$ cat src/rtl/cache_pkg.sv
// Shared types and constants for the cache miss-fill controller.
package cache_pkg;
  typedef enum logic {IDLE, FILL} fill_state_t;

  localparam int              BLOCK_BYTES       = 16;
  localparam int              WORDS_PER_BLOCK   = 8;
  localparam logic [15:0]     BLOCK_OFFSET_MASK = 16'hFFF0;
  localparam int              MEM_LATENCY       = 4;
endpackage

$ cat src/rtl/cache_fill_fsm_fill_counter.sv
// Up-counter with synchronous clear, enable and a terminal-count flag.
module fill_counter #(
  parameter int CNT_W = 3,
  parameter int TERM  = 8
) (
  input  logic             clk,
  input  logic             rst_n,
  input  logic             clear,
  input  logic             enable,
  output logic [CNT_W:0]   count,
  output logic             termCount
);
  always_ff @(posedge clk or negedge rst_n) begin
    if (!rst_n) begin
      count <= '0;
    end else if (clear) begin
      count <= '0;
    end else if (enable) begin
      count <= count + (CNT_W + 1)'(1);
    end
  end

  assign termCount = (count == (CNT_W + 1)'(TERM));
endmodule

$ cat src/rtl/cache_fill_fsm.sv
// Cache miss-fill controller: fetches one block word-by-word and writes the tag at the end.
//   state | meaning
//   IDLE  | no fill active; busy mirrors miss_detected
//   FILL  | issuing block reads and collecting returned words
module cache_fill_fsm #(
  parameter int ADDR_W          = 16,
  parameter int WORDS_PER_BLOCK = 8,
  parameter int CNT_W           = 3
) (
  input  logic              clk,
  input  logic              rst_n,
  input  logic              miss_detected,
  input  logic [ADDR_W-1:0] miss_address,
  input  logic              memory_data_valid,
  output logic              mem_rd_en,
  output logic [ADDR_W-1:0] memory_address,
  output logic              fsm_busy,
  output logic              write_data_array,
  output logic [CNT_W-1:0]  fill_word_idx,
  output logic              write_tag_array
);
  import cache_pkg::*;

  localparam logic [ADDR_W-1:0] OFFSET_MASK = ~ADDR_W'(BLOCK_BYTES - 1);

  fill_state_t       state, stateNext;
  logic [ADDR_W-1:0] base;
  logic [CNT_W:0]    issueCnt, recvCnt;
  logic              issueDone, recvLast;
  logic              cntClear, issueEn, recvEn;

  fill_counter #(.CNT_W(CNT_W), .TERM(WORDS_PER_BLOCK)) uIssueCnt (
    .clk       (clk),
    .rst_n     (rst_n),
    .clear     (cntClear),
    .enable    (issueEn),
    .count     (issueCnt),
    .termCount (issueDone)
  );

  fill_counter #(.CNT_W(CNT_W), .TERM(WORDS_PER_BLOCK - 1)) uRecvCnt (
    .clk       (clk),
    .rst_n     (rst_n),
    .clear     (cntClear),
    .enable    (recvEn),
    .count     (recvCnt),
    .termCount (recvLast)
  );

  always_ff @(posedge clk or negedge rst_n) begin
    if (!rst_n) begin
      state <= IDLE;
      base  <= '0;
    end else begin
      state <= stateNext;
      if (cntClear) begin
        base <= miss_address & OFFSET_MASK;
      end
    end
  end

  always_comb begin
    stateNext        = state;
    fsm_busy         = 1'b0;
    mem_rd_en        = 1'b0;
    memory_address   = '0;
    write_data_array = 1'b0;
    fill_word_idx    = '0;
    write_tag_array  = 1'b0;
    cntClear         = 1'b0;
    issueEn          = 1'b0;
    recvEn           = 1'b0;
    case (state)
      IDLE: begin
        // Gated by reset so the stall request is low while reset is held.
        fsm_busy = miss_detected && rst_n;
        if (miss_detected) begin
          cntClear  = 1'b1;
          stateNext = FILL;
        end
      end
      FILL: begin
        fsm_busy = 1'b1;
        if (!issueDone) begin
          mem_rd_en      = 1'b1;
          memory_address = base + ADDR_W'({issueCnt, 1'b0});
          issueEn        = 1'b1;
        end
        // A valid with no outstanding request is spurious and dropped.
        if (memory_data_valid && (recvCnt < issueCnt)) begin
          write_data_array = 1'b1;
          fill_word_idx    = recvCnt[CNT_W-1:0];
          recvEn           = 1'b1;
          if (recvLast) begin
            write_tag_array = 1'b1;
            stateNext       = IDLE;
          end
        end
      end
      default: stateNext = IDLE;
    endcase
  end
endmodule

$ cat config.mk
export PLATFORM = sky130hd
export DESIGN_NAME = cache_fill_fsm
export DESIGN_NICKNAME = d
export VERILOG_FILES = /design/src/rtl/cache_pkg.sv /design/src/rtl/cache_fill_fsm_fill_counter.sv /design/src/rtl/cache_fill_fsm.sv
export SDC_FILE = /design/constraint.sdc
export NUM_CORES = 1
export LEC_CHECK = 0
export CORE_ASPECT_RATIO = 0.75
export CORE_MARGIN = 4
export CORE_UTILIZATION = 35
export DETAILED_ROUTE_END_ITERATION = 7
export DONT_BUFFER_PORTS = 1
export GPL_ROUTABILITY_DRIVEN = 0
export PLACE_DENSITY = 0.49
export SKIP_LAST_GASP = 1
export SYNTH_ARGS = -nofsm -noshare
export SYNTH_HDL_FRONTEND = slang
export SYNTH_SLANG_ARGS = --single-unit
$ cat constraint.sdc
create_clock -name clk -period 2.5 [get_ports clk]
set_input_delay 0.5 -clock clk [delete_from_list [all_inputs] [get_ports clk]]
set_output_delay 0.5 -clock clk [all_outputs]
set_load 0.01 [all_outputs]
-- After elaboration in Yosys (flattened, before gate mapping)
Cells that the tools add are included.
- flip-flop bits (word level): 21
- logic and storage cells: 36
- output and inout port bits: 23
- multiplexer cells: 21
- add/subtract/negate cells: 3
- equality and inequality tests: 2
- magnitude comparators: 1
- bitwise gates (word level): 1
- reduce and logical (&&, ||, !) cells: 4
- operator list (kind ; number):
    $mux 16 ; 2
    $add 16x5->16 ; 1
    $mux 4 ; 4
    $mux 1 ; 11
    $add 4x1->4 const B ; 2
    $mux 3 ; 2
    $eq 4x3->1 const B ; 1
    $eq 4x4->1 const B ; 1
    $lt 4x4->1 ; 1
    $pmux 1 s2 ; 2
    $reduce_bool 2->1 ; 2
    $logic_and 1x1->1 ; 2
    $not 1->1 ; 1

-- Logic depth before layout (Yosys ltp)
- depth after elaboration: 6
- depth in mapped cells: 7

-- Modules after synthesis
A second synthesis with hierarchy kept.
- cells, all modules: 137
- area, all modules: 1320.0 um2
- by module, submodules not included (module ; instances ; area each (um2) ; cells an instance):
    cache_fill_fsm ; 1 ; 899.6 ; 98
    fill_counter at uIssueCnt ; 1 ; 220.2 ; 21
    fill_counter at uRecvCnt ; 1 ; 200.2 ; 18

-- Worst setup path before layout
OpenSTA, ideal clock, no wires.
- kind: reg-to-output
- start point: register uIssueCnt.count[1]
- end point: output write_tag_array
- setup slack: 479 ps
- buffers on the path: 0
- arrival time: 1521 ps
- cell stages (with the launch flop): 7
- cell sequence: dfrtp_1 inv_1 ha_1 o211ai_1 a21oi_1 nor2_2 and3_1
- longest elaborated chain between the ends: 4
- RTL lines (element ; line ; RTL):
    start: declaration ; cache_fill_fsm_fill_counter.sv:10 ; output logic [CNT_W:0] count,
    start signal: assignment ; cache_fill_fsm_fill_counter.sv:19 ; count <= count + (CNT_W + 1)'(1);
    $lt 4x4->1 ; cache_fill_fsm.sv:90 ; if (memory_data_valid && (recvCnt < issueCnt)) begin
    $logic_and 1x1->1 ; cache_fill_fsm.sv:90 ;
    $mux 1 ; cache_fill_fsm.sv:90 ;
    $mux 1 ; cache_fill_fsm.sv:73 ; case (state)
    end: declaration ; cache_fill_fsm.sv:20 ; output logic write_tag_array
Every way passes these cells.

-- Worst setup path after layout
Ends and elaborated chain as after synthesis.

==> reports/results.tsv <==
metric	value	unit
status	complete, no violations	
worstSetupPathType	register to primary output	
synth_fp_nets	190	
hold_start	miss_detected	
critPathMaxFanout	8	
floorplan.initialDensity	36.6	%
nNetsFinal	193	
synth-seq-area-share	39.0	%
grt_pass1_vias	1026	
yosys_warnings	0	
finalCriticalPeriod	2.32	ns
worstSetupStartpoint	uIssueCnt.count[1]	
timing.rr.start	uIssueCnt.count[1]	
syn_area	1350	µm²
grt.total_usage	14.1	%
dr.pass1.iters	4	
place_area	1400	µm²
clk_path_buf_depth	2	
pwr-share-comb	48.6	%
antenna_found_initial	0	
fp.dieW	79.7	µm
core	3680	µm²
area_delta_synth_final	8.81	%
post_cts_buffers	0	
yosysTopAreaCell	dfrtp_1	
final_cells	216	
synthDistinctLibCells	33	
vias	1061	
clk_latency	0.26	ns
final_area	1470	µm²
htreeDepth	1	
clkPwrFrac	11.9	%
internal-power	971	µW
cts_tree	done	
max_freq	0.431	GHz
setup_tns	0	ns
rsz0062_at_grt	false	
io_pins	43	
end_kind	primary output	
synth_top_cells_by_area	dfrtp_1 39%, nand2_1 13%, ha_1 7.4%	
drtIter0Drc	61	
cts.clk_slew.worst_paths	0.08	ns
tightestPinTransition	0.967	ns
worstPathRequired	2.00	ns
grt_max_degree	22	
synth_ff_type	dfrtp_1	
dp.cells	211	
cts-buffers-inserted	3	
num_rows	19	
clockRootBuffer	clkbuf_8	
yosys.area.top_type_share	39.0	%
wl_per_cell	14.8	µm
final-setup-viol-count	0	
dp_hpwl	2360	µm
die_area	4920	µm²
fin_skew	0.00172	ns
layout_common_cells	45 x nand2_1, 21 x dfrtp_1, 13 x nor2_1	
num_antenna_cells	0	
die_h	61.8	µm
drc_errors	0	
grt_overflow	0	
portBuffers	0	
p_seq_share	39.6	%
synthArstFlopShare	100	%
ys_seq_elements	21	
avgSynthCellArea	8.33	µm²
grt_pass1_wl	5250	µm
hold_violations	0	
drive_gt1_share	8.54	%
clock_sinks	21	
whs	0.317	ns
p_switching	899	µW
p_per_area	1270	nW/µm²
drv_cap	0	
arrival	1.82	ns
ant_nets	0	
max_slew_margin	35.3	%
synth-edff-count	0	
report.final.slew_viol_count	0	
switching_share	48.1	%
fillCellCount	380	
worstSetupStartpointType	register	
wl	3200	µm
hp-class	primary input to register	
power_leakage	0.000683	µW
min_period_over_period	92.9	%
viasPerCell	4.91	
layout_commonest_cell	nand2_1	
ir_worst_vdd	0.460	mV
syn_inst	162	
-- kinds of logic (layout without fill, tap and decap cells) --
kind of cell / after synthesis / after routing / share of synthesized area (%)
compound gates: 16 / 16 / 7.89
xor+xnor: 11 / 11 / 7.14
fa+ha+maj: 8 / 8 / 7.42
buf+inv: 12 / 14 / 4.17
flops: 21 / 21 / 39.0
mux: 2 / 2 / 1.48
other cells: 1 / 1 / 0.278
simple gates: 91 / 91 / 32.7
-- metal layers --
layer  GRT usage, %  up-vias  share of wire [%]
met5              0        -                  0
met3           2.59        2                3.6
met4           5.15        0               0.53
met1           20.9      501                 54
li1               -      539                  -
met2           20.5       19                 42
-- synth_stat cells (2+ instances only) --
cell type / instances
nand2_1: 45
dfrtp_1: 21
nor2_1: 13
ha_1: 8
nand3_1: 8
xor2_1: 7
and2_1: 6
inv_1: 6
o21ai_0: 4
xnor2_1: 4
buf_2: 3
nand2b_1: 3
nand4_1: 3
nor2b_1: 3
o211ai_1: 3
o31ai_1: 3
a21oi_1: 2
and3_1: 2
buf_4: 2
mux2i_1: 2
nor3_1: 2
-- power by group through the flow --
stage | registers [µW] | logic, µW | clock network [µW]
global route | 773 | 1060 | 239
finish | 740 | 908 | 222
detailed placement | 739 | 890 | 0
floorplan | 655 | 735 | 0
global placement | 724 | 868 | 0
CTS | 733 | 906 | 230
-- cell type report --
type                            instances  area, µm²  share of cell area, %
Clock inverter                          1       5.00                  0.341
Timing Repair Buffer                    4       32.5                   2.22
Multi-Input combinational cell        129        776                   52.9
Clock buffer                            3       41.3                   2.81
Inverter                                6       22.5                   1.53
Sequential cell                        21        526                   35.8
Tap cell                               52       65.1                   4.43
-- critical path, stage by stage (launching register included) --
cell and delay [ns]:
dfrtp_1 0.41, inv_1 0.14, ha_1 0.25, o211ai_1 0.18, a21oi_2 0.10, nor2_4 0.24
and3_1 0.25
-- registers in the layout, indices dropped and copies added, names as in the netlist --
register / count
base: 12
state: 1
uIssueCnt.count: 4
uRecvCnt.count: 4
-- through the flow --
| stage | util (%) | total power (µW) | worst slack [ns] |
|---|---|---|---|
| floorplan | - | 1390 | 0.479 |
| global placement | 38.1 | 1590 | 0.369 |
| detailed placement | 38.1 | 1630 | 0.332 |
| CTS | 39.6 | 1870 | 0.0317 |
| global route | 39.8 | 2070 | 0.0629 |
| finish | 39.8 | 1870 | 0.178 |
-- final timing paths --
kind | endpoint | slack (ns) | cells after the start
max reg2reg | uRecvCnt.count[1] | 0.91 | 6
max | write_tag_array | 0.18 | 6
max in group asynchronous | base[15] | 1.07 | 1
min in group asynchronous | base[12] | 0.84 | 1
min reg2reg | base[15] | 0.53 | 2
min | uIssueCnt.count[3] | 0.32 | 1
-- timing repair --
item,CTS,global route
hold endpoints to repair,21,0
hold buffers,1,0
resized for setup,0,2
setup endpoints to repair,0,5
(Power assumes the default switching activity.)
